File: src/rtl/ucsbece154b_scoreboard_pkg.sv
// Shared types and constants for the dual-issue register scoreboard.
// Register indices are 5 bits wide and x0 is hardwired to zero.
package ucsbece154b_scoreboard_pkg;

  localparam int REGW        = 5;
  localparam int NREGS       = 32;
  localparam int SB_CNTW_DEF = 32;

  typedef logic [REGW-1:0] regidx_t;

  localparam regidx_t X0 = regidx_t'(0);

  // One-hot mask for register r; x0 never produces a bit.
  function automatic logic [NREGS-1:0] reg_mask(input regidx_t r, input logic en);
    logic [NREGS-1:0] v;
    v = '0;
    if (en && (r != X0)) v[r] = 1'b1;
    return v;
  endfunction

endpackage

File: src/rtl/ucsbece154b_scoreboard_if.sv
// Decode, writeback and status signals between the issue stage and the scoreboard.
// Issue outputs are combinational; there is no backpressure, a slot issues in the cycle issueN_o is high.
interface ucsbece154b_scoreboard_if #(
  parameter int CNTW = ucsbece154b_scoreboard_pkg::SB_CNTW_DEF
);
  import ucsbece154b_scoreboard_pkg::*;

  logic            flush_i;
  logic            iv1_i, iv2_i;
  regidx_t         rs1_1_i, rs2_1_i, rd_1_i;
  regidx_t         rs1_2_i, rs2_2_i, rd_2_i;
  logic            uses_rs1_1_i, uses_rs2_1_i, we_1_i;
  logic            uses_rs1_2_i, uses_rs2_2_i, we_2_i;
  logic            wb_we1_i, wb_we2_i;
  regidx_t         wb_a1_i, wb_a2_i;
  logic            issue1_o, issue2_o;
  logic [NREGS-1:0] busy_o;
  logic            err_o;
  logic [CNTW-1:0] stall_cnt_o;
  logic [CNTW-1:0] dual_cnt_o;

  modport slave (
    input  flush_i, iv1_i, iv2_i,
    input  rs1_1_i, rs2_1_i, rd_1_i, rs1_2_i, rs2_2_i, rd_2_i,
    input  uses_rs1_1_i, uses_rs2_1_i, we_1_i,
    input  uses_rs1_2_i, uses_rs2_2_i, we_2_i,
    input  wb_we1_i, wb_we2_i, wb_a1_i, wb_a2_i,
    output issue1_o, issue2_o, busy_o, err_o, stall_cnt_o, dual_cnt_o
  );

  modport master (
    output flush_i, iv1_i, iv2_i,
    output rs1_1_i, rs2_1_i, rd_1_i, rs1_2_i, rs2_2_i, rd_2_i,
    output uses_rs1_1_i, uses_rs2_1_i, we_1_i,
    output uses_rs1_2_i, uses_rs2_2_i, we_2_i,
    output wb_we1_i, wb_we2_i, wb_a1_i, wb_a2_i,
    input  issue1_o, issue2_o, busy_o, err_o, stall_cnt_o, dual_cnt_o
  );

endinterface

File: src/rtl/ucsbece154b_sb_hazard.sv
// Per-slot hazard check against the registered busy vector.
// RAW on any used source, or WAW on the destination, blocks the slot.
module ucsbece154b_sb_hazard
  import ucsbece154b_scoreboard_pkg::*;
(
  input  logic             i_iv,
  input  regidx_t          i_rs1,
  input  regidx_t          i_rs2,
  input  regidx_t          i_rd,
  input  logic             i_uses_rs1,
  input  logic             i_uses_rs2,
  input  logic             i_we,
  input  logic [NREGS-1:0] i_busy,
  output logic             o_ok
);

  logic w_rs1_haz;
  logic w_rs2_haz;
  logic w_rd_haz;

  assign w_rs1_haz = i_uses_rs1 && (i_rs1 != X0) && i_busy[i_rs1];
  assign w_rs2_haz = i_uses_rs2 && (i_rs2 != X0) && i_busy[i_rs2];
  assign w_rd_haz  = i_we       && (i_rd  != X0) && i_busy[i_rd];

  assign o_ok = i_iv && !w_rs1_haz && !w_rs2_haz && !w_rd_haz;

endmodule

File: src/rtl/ucsbece154b_scoreboard.sv
// Dual-issue register scoreboard: tracks in-flight writes, gates in-order issue
// of two decode slots, and releases registers on register-file writeback.
module ucsbece154b_scoreboard
  import ucsbece154b_scoreboard_pkg::*;
#(
  parameter int CNTW = SB_CNTW_DEF
) (
  input logic                    clk,
  input logic                    reset_n,
  ucsbece154b_scoreboard_if.slave sb
);

  logic [NREGS-1:0] r_busy;
  logic             r_err;
  logic [CNTW-1:0]  r_stall_cnt;
  logic [CNTW-1:0]  r_dual_cnt;

  logic             w_ok1, w_ok2;
  logic             w_intra_blk;
  logic             w_issue1, w_issue2;
  logic [NREGS-1:0] w_set, w_clr;
  logic             w_err_hit;

  ucsbece154b_sb_hazard u_haz1 (
    .i_iv       (sb.iv1_i),
    .i_rs1      (sb.rs1_1_i),
    .i_rs2      (sb.rs2_1_i),
    .i_rd       (sb.rd_1_i),
    .i_uses_rs1 (sb.uses_rs1_1_i),
    .i_uses_rs2 (sb.uses_rs2_1_i),
    .i_we       (sb.we_1_i),
    .i_busy     (r_busy),
    .o_ok       (w_ok1)
  );

  ucsbece154b_sb_hazard u_haz2 (
    .i_iv       (sb.iv2_i),
    .i_rs1      (sb.rs1_2_i),
    .i_rs2      (sb.rs2_2_i),
    .i_rd       (sb.rd_2_i),
    .i_uses_rs1 (sb.uses_rs1_2_i),
    .i_uses_rs2 (sb.uses_rs2_2_i),
    .i_we       (sb.we_2_i),
    .i_busy     (r_busy),
    .o_ok       (w_ok2)
  );

  // Slot 2 may not read or overwrite the register slot 1 is producing this cycle.
  assign w_intra_blk = sb.we_1_i && (sb.rd_1_i != X0) &&
                       ((sb.uses_rs1_2_i && (sb.rs1_2_i == sb.rd_1_i)) ||
                        (sb.uses_rs2_2_i && (sb.rs2_2_i == sb.rd_1_i)) ||
                        (sb.we_2_i       && (sb.rd_2_i  == sb.rd_1_i)));

  assign w_issue1 = w_ok1 && !sb.flush_i;
  assign w_issue2 = w_ok2 && w_issue1 && !w_intra_blk;

  assign w_set = reg_mask(sb.rd_1_i, w_issue1 && sb.we_1_i) |
                 reg_mask(sb.rd_2_i, w_issue2 && sb.we_2_i);
  assign w_clr = reg_mask(sb.wb_a1_i, sb.wb_we1_i) |
                 reg_mask(sb.wb_a2_i, sb.wb_we2_i);

  // A writeback to an idle register is an error unless a new producer claims it in the same cycle.
  assign w_err_hit = |(w_clr & ~r_busy & ~w_set);

  always_ff @(posedge clk or negedge reset_n) begin
    if (!reset_n) begin
      r_busy      <= '0;
      r_err       <= 1'b0;
      r_stall_cnt <= '0;
      r_dual_cnt  <= '0;
    end else begin
      if (sb.flush_i) begin
        r_busy <= '0;
      end else begin
        r_busy <= (r_busy & ~w_clr) | w_set;
        if (w_err_hit) r_err <= 1'b1;
      end
      if (sb.iv1_i && !w_issue1) r_stall_cnt <= r_stall_cnt + CNTW'(1);
      if (w_issue1 && w_issue2)  r_dual_cnt  <= r_dual_cnt + CNTW'(1);
    end
  end

  assign sb.issue1_o    = w_issue1;
  assign sb.issue2_o    = w_issue2;
  assign sb.busy_o      = r_busy;
  assign sb.err_o       = r_err;
  assign sb.stall_cnt_o = r_stall_cnt;
  assign sb.dual_cnt_o  = r_dual_cnt;

endmodule

File: src/flat_wrapper.sv
// flat-port wrapper written by rule: the top's interface ports become plain ports
module ucsbece154b_scoreboard_flat import ucsbece154b_scoreboard_pkg::*;
#(
  parameter int CNTW = SB_CNTW_DEF
)
  (clk, reset_n, sb_flush_i, sb_iv1_i, sb_iv2_i, sb_rs1_1_i, sb_rs2_1_i, sb_rd_1_i, sb_rs1_2_i, sb_rs2_2_i, sb_rd_2_i, sb_uses_rs1_1_i, sb_uses_rs2_1_i, sb_we_1_i, sb_uses_rs1_2_i, sb_uses_rs2_2_i, sb_we_2_i, sb_wb_we1_i, sb_wb_we2_i, sb_wb_a1_i, sb_wb_a2_i, sb_issue1_o, sb_issue2_o, sb_busy_o, sb_err_o, sb_stall_cnt_o, sb_dual_cnt_o);
  ucsbece154b_scoreboard_if #(.CNTW(CNTW)) sb_i ();
  input logic clk;
  input logic reset_n;
  input wire logic [$bits(sb_i.flush_i)-1:0] sb_flush_i;
  input wire logic [$bits(sb_i.iv1_i)-1:0] sb_iv1_i;
  input wire logic [$bits(sb_i.iv2_i)-1:0] sb_iv2_i;
  input wire logic [$bits(sb_i.rs1_1_i)-1:0] sb_rs1_1_i;
  input wire logic [$bits(sb_i.rs2_1_i)-1:0] sb_rs2_1_i;
  input wire logic [$bits(sb_i.rd_1_i)-1:0] sb_rd_1_i;
  input wire logic [$bits(sb_i.rs1_2_i)-1:0] sb_rs1_2_i;
  input wire logic [$bits(sb_i.rs2_2_i)-1:0] sb_rs2_2_i;
  input wire logic [$bits(sb_i.rd_2_i)-1:0] sb_rd_2_i;
  input wire logic [$bits(sb_i.uses_rs1_1_i)-1:0] sb_uses_rs1_1_i;
  input wire logic [$bits(sb_i.uses_rs2_1_i)-1:0] sb_uses_rs2_1_i;
  input wire logic [$bits(sb_i.we_1_i)-1:0] sb_we_1_i;
  input wire logic [$bits(sb_i.uses_rs1_2_i)-1:0] sb_uses_rs1_2_i;
  input wire logic [$bits(sb_i.uses_rs2_2_i)-1:0] sb_uses_rs2_2_i;
  input wire logic [$bits(sb_i.we_2_i)-1:0] sb_we_2_i;
  input wire logic [$bits(sb_i.wb_we1_i)-1:0] sb_wb_we1_i;
  input wire logic [$bits(sb_i.wb_we2_i)-1:0] sb_wb_we2_i;
  input wire logic [$bits(sb_i.wb_a1_i)-1:0] sb_wb_a1_i;
  input wire logic [$bits(sb_i.wb_a2_i)-1:0] sb_wb_a2_i;
  output wire logic [$bits(sb_i.issue1_o)-1:0] sb_issue1_o;
  output wire logic [$bits(sb_i.issue2_o)-1:0] sb_issue2_o;
  output wire logic [$bits(sb_i.busy_o)-1:0] sb_busy_o;
  output wire logic [$bits(sb_i.err_o)-1:0] sb_err_o;
  output wire logic [$bits(sb_i.stall_cnt_o)-1:0] sb_stall_cnt_o;
  output wire logic [$bits(sb_i.dual_cnt_o)-1:0] sb_dual_cnt_o;
  assign sb_i.flush_i = sb_flush_i;
  assign sb_i.iv1_i = sb_iv1_i;
  assign sb_i.iv2_i = sb_iv2_i;
  assign sb_i.rs1_1_i = sb_rs1_1_i;
  assign sb_i.rs2_1_i = sb_rs2_1_i;
  assign sb_i.rd_1_i = sb_rd_1_i;
  assign sb_i.rs1_2_i = sb_rs1_2_i;
  assign sb_i.rs2_2_i = sb_rs2_2_i;
  assign sb_i.rd_2_i = sb_rd_2_i;
  assign sb_i.uses_rs1_1_i = sb_uses_rs1_1_i;
  assign sb_i.uses_rs2_1_i = sb_uses_rs2_1_i;
  assign sb_i.we_1_i = sb_we_1_i;
  assign sb_i.uses_rs1_2_i = sb_uses_rs1_2_i;
  assign sb_i.uses_rs2_2_i = sb_uses_rs2_2_i;
  assign sb_i.we_2_i = sb_we_2_i;
  assign sb_i.wb_we1_i = sb_wb_we1_i;
  assign sb_i.wb_we2_i = sb_wb_we2_i;
  assign sb_i.wb_a1_i = sb_wb_a1_i;
  assign sb_i.wb_a2_i = sb_wb_a2_i;
  assign sb_issue1_o = sb_i.issue1_o;
  assign sb_issue2_o = sb_i.issue2_o;
  assign sb_busy_o = sb_i.busy_o;
  assign sb_err_o = sb_i.err_o;
  assign sb_stall_cnt_o = sb_i.stall_cnt_o;
  assign sb_dual_cnt_o = sb_i.dual_cnt_o;
  ucsbece154b_scoreboard #(.CNTW(CNTW)) u_core (.clk(clk), .reset_n(reset_n), .sb(sb_i));
endmodule
File: config.mk
export PLATFORM = sky130hd
export DESIGN_NAME = ucsbece154b_scoreboard_flat
export DESIGN_NICKNAME = d
export VERILOG_FILES = /design/src/rtl/ucsbece154b_scoreboard_pkg.sv /design/src/rtl/ucsbece154b_scoreboard_if.sv /design/src/rtl/ucsbece154b_sb_hazard.sv /design/src/rtl/ucsbece154b_scoreboard.sv /design/src/flat_wrapper.sv
export SDC_FILE = /design/constraint.sdc
export NUM_CORES = 1
export LEC_CHECK = 0
export ABC_AREA = 1
export CAP_MARGIN = 30
export CORE_MARGIN = 2
export CORE_UTILIZATION = 35
export CTS_BUF_LIST = sky130_fd_sc_hd__clkbuf_16
export DETAILED_ROUTE_END_ITERATION = 10
export GPL_TIMING_DRIVEN = 1
export PLACE_DENSITY = 0.62
export SYNTH_ARGS = -nofsm -noshare
export SYNTH_HDL_FRONTEND = slang
export SYNTH_SLANG_ARGS = --single-unit
File: constraint.sdc
create_clock -name clk -period 3 [get_ports clk]
set_input_delay 0.9 -clock clk [delete_from_list [all_inputs] [get_ports clk]]
set_output_delay 0.9 -clock clk [all_outputs]
set_load 0.005 [all_outputs]
### Word level (Yosys, flattened, before mapping)

Index checks and enable logic that the tools add are counted.

| word-level totals | value |
|---|---|
| flip-flop bits (word level) | 97 |
| output and inout port bits | 99 |
| logic and storage cells | 114 |

| operators by class | value |
|---|---|
| add/sub/neg operators | 2 |
| $lt $le $gt $ge | 12 |
| eq/ne operators | 3 |
| mux-type cells | 25 |
| bitwise gates (word level) | 10 |
| reduce and logical (&&, ||, !) cells | 58 |

Operators with widths:

| kind | count |
|---|---|
| 2-to-1 mux 32 bit | 5 |
| AND 32 bit | 3 |
| inverter 32 bit | 3 |
| bitwise OR 32 bit | 3 |
| adder 32 x 1 -> 32 bit, second input constant | 2 |
| less-than comparator 5 x 6 -> 1 bit, second input constant | 8 |
| nonzero test 5 bit | 8 |
| logical AND 1 bit | 37 |
| OR reduction 32 bit | 1 |
| binary-select mux 1 bit (select 5 bit) | 6 |
| demux 1 bit (select 5 bit) | 4 |
| greater-or-equal comparator 5 x 1 -> 1 bit, second input constant | 4 |
| == test 5 bit | 3 |
| 2-to-1 mux 1 bit | 10 |
| logical NOT 1 bit | 9 |
| logical OR 1 bit | 2 |
| AND reduction 2 bit | 1 |
| inverter 1 bit | 1 |

### Logic depth before layout (Yosys ltp)

Gate-level depths: netlist (run 1).

| depth | value |
|---|---|
| word-level depth | 18 |
| gate-level depth with buffers | 25 |

### Cells and area by module

Synthesis (run 1) repeated with hierarchy kept, for this count alone.

| second synthesis, totals | value |
|---|---|
| cells, all modules | 1486 |
| area total of the unflattened synthesis | 8893.5 µm² |

Modules (own cells, without submodules):

| module | instances | cells an instance | area an instance (µm²) | sequential area each (µm²) |
|---|---|---|---|---|
| ucsbece154b_scoreboard | 1 | 948 | 6538.8 | 2427.3 |
| ucsbece154b_sb_hazard | 2 | 269 | 1177.4 | 0.0 |

### Least setup slack after synthesis (run 1)

OpenSTA, ideal clock, no wires.

| path | value |
|---|---|
| kind | input-to-output |
| start point | input port sb_rs1_1_i[0] |
| end point | output port sb_issue2_o |
| arrival | 2.263 ns |
| required time | 2.100 ns |
| path slack | -0.163 ns |
| stages | 12 |
| buffers on the path | 2 |
| cells stage by stage | buf_2 -> buf_2 -> nand2_1 -> o211ai_1 -> nand3_1 -> nand3_1 -> nand3_1 -> nand2_1 -> nor2_2 -> nor2_8 -> nand2_4 -> clkinv_1 |

| on the way | value |
|---|---|
| word-level cells in the longest chain between the ends | 10 |
| elaborated cells between the ends (all ways) | 12 |
| classes of those cells | 2 x mux; 10 x reduce/logical |

Ends and longest elaborated chain:

| item | RTL line | text |
|---|---|---|
| start: declaration | flat_wrapper.sv:13 | `input wire logic [$bits(sb_i.rs1_1_i)-1:0] sb_rs1_1_i;` |
| binary-select mux 1 bit (select 5 bit) / nonzero test 5 bit (equally long branches) | ucsbece154b_sb_hazard.sv:21 | `assign w_rs1_haz = i_uses_rs1 && (i_rs1 != X0) && i_busy[i_rs1];` |
| 2-to-1 mux 1 bit (implied by the code) / logical AND 1 bit (equally long branches) | ucsbece154b_sb_hazard.sv:21 |  |
| logical AND 1 bit * | ucsbece154b_sb_hazard.sv:21 |  |
| logical NOT 1 bit * | ucsbece154b_sb_hazard.sv:25 | `assign o_ok = i_iv && !w_rs1_haz && !w_rs2_haz && !w_rd_haz;` |
| logical AND 1 bit * (3 in series) | ucsbece154b_sb_hazard.sv:25 |  |
| logical AND 1 bit * | ucsbece154b_scoreboard.sv:54 | `assign w_issue1 = w_ok1 && !sb.flush_i;` |
| logical AND 1 bit * (2 in series) | ucsbece154b_scoreboard.sv:55 | `assign w_issue2 = w_ok2 && w_issue1 && !w_intra_blk;` |
| end: declaration | flat_wrapper.sv:30 | `output wire logic [$bits(sb_i.issue2_o)-1:0] sb_issue2_o;` |

Mark *: on every way between the ends. The rest lies on a longest branch, timed or not. The select of a mux whose other input is x is not followed.

### Final worst setup path (run 1)

| path | value |
|---|---|
| start point | input port sb_rd_2_i[0] |
| end point | output port sb_issue2_o |

| on the way | value |
|---|---|
| word-level cells in the longest chain between the ends | 7 |
| elaborated cells between the ends (all ways) | 14 |
| classes of those cells | 1 x eq/ne; 2 x mux; 11 x reduce/logical |

Ends and longest elaborated chain:

| item | RTL line | text |
|---|---|---|
| start: declaration | flat_wrapper.sv:18 | `input wire logic [$bits(sb_i.rd_2_i)-1:0] sb_rd_2_i;` |
| binary-select mux 1 bit (select 5 bit) / nonzero test 5 bit (equally long branches) | ucsbece154b_sb_hazard.sv:23 | `assign w_rd_haz = i_we && (i_rd != X0) && i_busy[i_rd];` |
| 2-to-1 mux 1 bit (implied by the code) / logical AND 1 bit (equally long branches) | ucsbece154b_sb_hazard.sv:23 |  |
| logical AND 1 bit | ucsbece154b_sb_hazard.sv:23 |  |
| logical NOT 1 bit | ucsbece154b_sb_hazard.sv:25 |  |
| logical AND 1 bit | ucsbece154b_sb_hazard.sv:25 |  |
| logical AND 1 bit | ucsbece154b_scoreboard.sv:55 |  |
| logical AND 1 bit * | ucsbece154b_scoreboard.sv:55 |  |

Marks and branches as above.

==> flow_summary.ini, run 1 <==
[die]
die_h_um = 162
die_w_um = 162
design.core.area_um2 = 24400
rows = 57
ios = 152
start_util_pct = 35.7
die_area_um2 = 26200

[placement]
io_buffers = 151
gp_congestion = 0.950
hpwl_mm = 29.0
post_dp_cell_area_um2 = 12900

[sta]
tns_ns = -0.571
skew_ns = 0.0167
worst_slew_margin_rel_pct = 57.7
rsz0062_at_grt = true
tightest_slew_ns = 0.634
setup_slack_ns = -0.248
setup_viol = 5
hold_viol = 0
fin_crit_sh_pct = 108
maxSlewViolCount = 0
max_freq_mhz = 308
fin_crit_ns = 3.25

[drt]
drc = 0
drt-pass1-iter-count = 7
num_vias = 11500
postRouteAntennaNets = 0
wire_per_inst_um = 17.4
via_per_inst = 5.22
drt_wl_total_mm = 38.5
dr.first_iter.drc_count = 1047

[synthesis]
synth_cells = 1422
synth_flop_cell = dfrtp_1
ys_seq_elements = 97
ys_warn_count = 0
ys_seq_area_share_pct = 27.8
synth.avg_cell_area_um2 = 6.13
syn_area_um2 = 8720
syn_nets = 1477
synth_edf_count = 0
synth.distinct_cells = 39
synthArstFlopShare_pct = 100

[setup_path]
path_cells = buf_12 > buf_16 > nand2_2 > o21ai_1 > nand2_1 > nand2_1 > nand2_1 > nand2_1 > nor2_1 > nand2_1 > nand2_1 > nand2_2 > nor2_4 > nand2_8 > clkinv_8 > buf_6
worstPathRequired_ns = 2.10
cp_num_buf_inv = 4
crit_cells = 16
crit_type = input pin to output port
path_delay_family = simple AND/OR/NAND/NOR gates
slowest_stage = nor2_4
cp-end-kind = output port
critPathMaxStageDelay_ns = 0.22
arrival_ns = 2.35
critPathMaxFanout = 7
start_kind = input pin
reg2reg_depth = 21
path_common_cell = nand2_1

[final_layout]
num-fill-cells = 2383
layout_commonest_cell = nand2_1
insertedDiodeCount = 0
nNetsFinal = 1932
final_area_um2 = 14000
syn2layout_area_growth_pct = 60.4
drive_above_1_share_pct = 26.2
final_cell_mix = nand2_1, buf_4, inv_1, nand3_1, nor2_1
utilization_pct = 57.3

[global_route]
grt-ovfl-total = 0
grt_max_degree = 46
grt_pass1_vias = 10900
grt_pass1_wl_mm = 59.7
grt.total_usage_pct = 28.8
antenna_found_initial = 1

[outcome]
violations = negative setup slack
status = finished with violations

[clock_network]
cts_tree = yes
path_clk_slew_ns = 0.09
cts-buffers-inserted = 9
cts_buffer_depth = 2
cts_root_buf = clkbuf_16
h-tree-depth = 3
cts_sinks = 97
clk_latency_ns = 0.36

[power_and_ir_drop]
ir_drop_uv = 394
power.density_nw_per_um2 = 286
power.leakage_nw = 7.04

[worst_hold_path]
worstHoldPathCells = 1
hp-class = flop to flop

[job]
drv_cap = 0
## power breakdown
| part | total, mW | switching [mW] | leakage [nW] | internal [mW] |
|---|---|---|---|---|
| clock network | 1.26 | 0.590 | 0.156 | 0.673 |
| logic | 1.22 | 0.629 | 5.60 | 0.592 |
| registers | 1.52 | 0.124 | 1.28 | 1.39 |
## Yosys cell counts, drive strengths merged, types with 10 or more instances
| cell | number | area share [%] |
|---|---|---|
| nand2 | 430 | 19 |
| o211ai | 24 | 2.1 |
| nor2 | 164 | 7.9 |
| nor4 | 10 | 0.72 |
| buf | 43 | 2.6 |
| o21ai | 48 | 2.9 |
| inv | 195 | 8.4 |
| a21oi | 16 | 0.92 |
| xnor2 | 25 | 2.5 |
| a22oi | 20 | 1.7 |
| nor3 | 44 | 2.8 |
| dfrtp | 97 | 28 |
| nand3 | 162 | 9.4 |
| xor2 | 38 | 3.8 |
| nand4 | 80 | 5.8 |
## cells by family after synthesis
logic type,Yosys count,share of synthesized area [%]
flip-flops,97,27.8
buffers and inverters,247,11.4
AO/OA/AOI/OAI,119,8.45
adder cells (fa/ha/maj),2,0.287
AND/OR/NAND/NOR,894,45.7
XOR/XNOR,63,6.33
## per-stage QoR
stage	instances	hold slack [ns]	worst slack, ns	power (mW)
2_1_floorplan	1422	0.457	-0.00537	2.02
3_3_place_gp	2155	0.449	-1.15	2.62
3_5_place_dp	2155	0.453	-1.16	2.63
4_1_cts	2189	0.480	-0.209	3.98
5_1_grt	2206	0.496	-0.326	4.21
6_report	2206	0.476	-0.248	4.00
## path summary, 6_finish.rpt
path | to | start | slack, ns
setup / recovery | sb_issue2_o | sb_rd_2_i[0] | -0.25
hold / removal | u_core.sb.stall_cnt_o[31] | u_core.sb.stall_cnt_o[31] | 0.48
setup reg to reg | u_core.sb.err_o | u_core.sb.busy_o[20] | 0.01
hold reg to reg | u_core.sb.stall_cnt_o[31] | u_core.sb.stall_cnt_o[31] | 0.48
max in group asynchronous | u_core.sb.busy_o[24] | reset_n | 1.66
min in group asynchronous | u_core.sb.dual_cnt_o[25] | reset_n | 0.55
## final cells by class
cell class              instances  area, um2  share of cell area [%]
multi-input cells            1078       5570                    39.9
flip-flops and latches         97       2430                    17.4
repair buffers                491       4460                    31.9
inverters                     198        787                    5.63
well taps                     324        405                    2.90
clock buffers                   9        225                    1.61
clock inverters                 7       90.1                   0.644
repair inverters                2       15.0                   0.107
## routing by layer
metal / GRT usage, % / share of wire (%) / vias to the layer above
met3: 5.62 / 8.3 / 112
li1: - / - / 5556
met5: 0 / 0 / -
met1: 38.9 / 43 / 5323
met2: 46.0 / 45 / 534
met4: 10.6 / 3.9 / 0
## what timing repair did
| item | CTS | global route |
|---|---|---|
| endpoints found under the hold margin | 0 | 0 |
| endpoints found under the setup margin | 75 | 23 |
| hold buffers | 0 | 0 |
| resized for setup | 205 | 68 |
| pin swaps | 42 | 46 |
| gates cloned | 10 | 3 |
| buffers inserted | 9 | 14 |
## sequential cells by signal, indices dropped and copies added (netlist names)
signal and count:
u_core.sb.dual_cnt_o 32, u_core.sb.stall_cnt_o 32, u_core.sb.err_o 1, u_core.sb.busy_o 32
(Power assumes the default switching activity.)
==> run 2: changes to the inputs <==
- GPL_TIMING_DRIVEN: 1 -> unset
- PLACE_DENSITY: 0.62 -> 0.66
- clock period: 3 -> 4.1 ns (I/O delays scaled with it)
==> run 2 against run 1 <==
Against the previous run:
- the flow now finishes without violations
- utilization down 6.8 points
- clock-buffer cell count stayed put
- hold slack got worse by 0.015 ns
- via count is 4.8% lower
- non-clock buffer count is 162 lower
- total power down 31%
- register-to-register slack better by 0.84 ns
- sequential share of layout area grew 2.3 points
- flip-flop and latch count unchanged
- clock skew shrank 0.0060 ns
- largest power group unchanged
==> flow_summary.ini, run 2 (synthesis gave the netlist of run 1 again) <==
[outcome]
status = finished, final reports clean

[die]
die_w_um = 162
design.core.area_um2 = 24400
die_h_um = 162
rows = 57
ios = 152
start_util_pct = 35.7
die_area_um2 = 26200

[power_and_ir_drop]
power.density_nw_per_um2 = 224
power.leakage_nw = 6.14
ir_drop_uv = 205
power.total_mw = 2.76

[setup_path]
startpoint = sb_rs2_2_i[0]
critPathMaxFanout = 14
slowest_stage = bufbuf_16
start_kind = input pin
regToRegSetupSlack_ns = 0.85
critPathMaxStageDelay_ns = 0.29
path_cells = clkdlybuf4s15_2 > bufbuf_16 > o21ai_1 > nor2_1 > nand3_1 > nand3_2 > a21oi_1 > nand2_1 > nor2_4 > nand2_4 > clkinv_2 > buf_6
reg2reg_from = u_core.sb.busy_o[14]
arrival_ns = 2.78
path_delay_family = buffers and inverters
cp-end-kind = output port
worstPathRequired_ns = 2.87
crit_type = input pin to output port
cp_num_buf_inv = 4

[placement]
io_buffers = 151
hpwl_mm = 27.1
post_dp_cell_area_um2 = 11600
place_ws_ns = -0.669
dp.cells = 2010
gp_congestion = 0.993

[drt]
dr.first_iter.drc_count = 1035
drt_wl_total_mm = 35.8
drc = 0
drt-pass1-iter-count = 6
via_per_inst = 5.37
postRouteAntennaNets = 0
wire_per_inst_um = 17.5
num_vias = 11000

[global_route]
grt.total_usage_pct = 27.2
grt_pass1_vias = 10400
grt_max_degree = 55
grt-ovfl-total = 0
grt_pass1_wl_mm = 56.2
antenna_found_initial = 0

[final_layout]
drive_above_1_share_pct = 16.2
layout_commonest_cell = nand2_1
nNetsFinal = 1770
utilization_pct = 50.5
final_cell_mix = nand2_1, inv_1, nand3_1, buf_4, nor2_1
stdcell_count = 2045
syn2layout_area_growth_pct = 41.3
final_area_um2 = 12300

[sta]
skew_ns = 0.0107
setup_slack_ns = 0.0912
max_freq_mhz = 249
hold_viol = 0
fin_crit_ns = 4.01
tightest_slew_ns = 0.708
maxSlewViolCount = 0
worst_slew_margin_rel_pct = 52.8
fin_crit_sh_pct = 97.8
tns_ns = 0
rsz0062_at_grt = true
setup_viol = 0
whs_ns = 0.461

[clock_network]
h-tree-depth = 3
cts_hold_buf = 0
clk_latency_ns = 0.35
cts-buffers-inserted = 9
cts_sinks = 97
cts_root_buf = clkbuf_16
cts_tree = yes
cts_buffer_depth = 2
path_clk_slew_ns = 0.07

[job]
drv_cap = 0

[worst_hold_path]
min-delay-start = u_core.sb.err_o
hp-class = flop to flop
==> run 2: final timing paths <==
path                       cells past startpoint                        end
max                                           12                sb_issue2_o
min reg2reg                                    2            u_core.sb.err_o
min                                            2            u_core.sb.err_o
max reg2reg                                   21            u_core.sb.err_o
min in group asynchronous                      1  u_core.sb.stall_cnt_o[31]
max in group asynchronous                      2       u_core.sb.busy_o[12]
==> run 2: power breakdown <==
| group | switching (mW) | internal (mW) |
|---|---|---|
| clock | 0.422 | 0.426 |
| sequential | 0.0949 | 1.02 |
| combinational | 0.432 | 0.368 |
==> run 2: layout make-up <==
class	instances	area [um2]
Inverter	198	759
Sequential cell	97	2430
Timing Repair Buffer	329	2980
Antenna cell	1	2.50
Multi-Input combinational cell	1078	5450
Clock buffer	9	225
Fill cell	2486	12100
Tap cell	324	405
Clock inverter	7	61.3
Timing Repair inverter	2	13.8
==> run 2: worst register-to-register path, delay by kind of cell (launching register included) <==
family / cells / cell delay, ns
AND/OR/NAND/NOR: 15 / 1.59
buffers and inverters: 4 / 0.90
flip-flops: 1 / 0.47
AO/OA/AOI/OAI: 2 / 0.20
==> run 2: repair_timing <==
| action | CTS | global route |
|---|---|---|
| buffers inserted | 10 | 1 |
| gates resized for setup | 124 | 19 |
| pin swaps | 16 | 9 |
| cloned | 6 | 1 |
| endpoints found under the hold margin | 0 | 0 |
| endpoints found under the setup margin | 2 | 2 |
==> run 2: routing by layer <==
layer	track usage (%)	wire length, um
met1	36.5	15100
met2	43.3	16100
met3	5.46	3380
met4	10.2	1230
met5	0	0
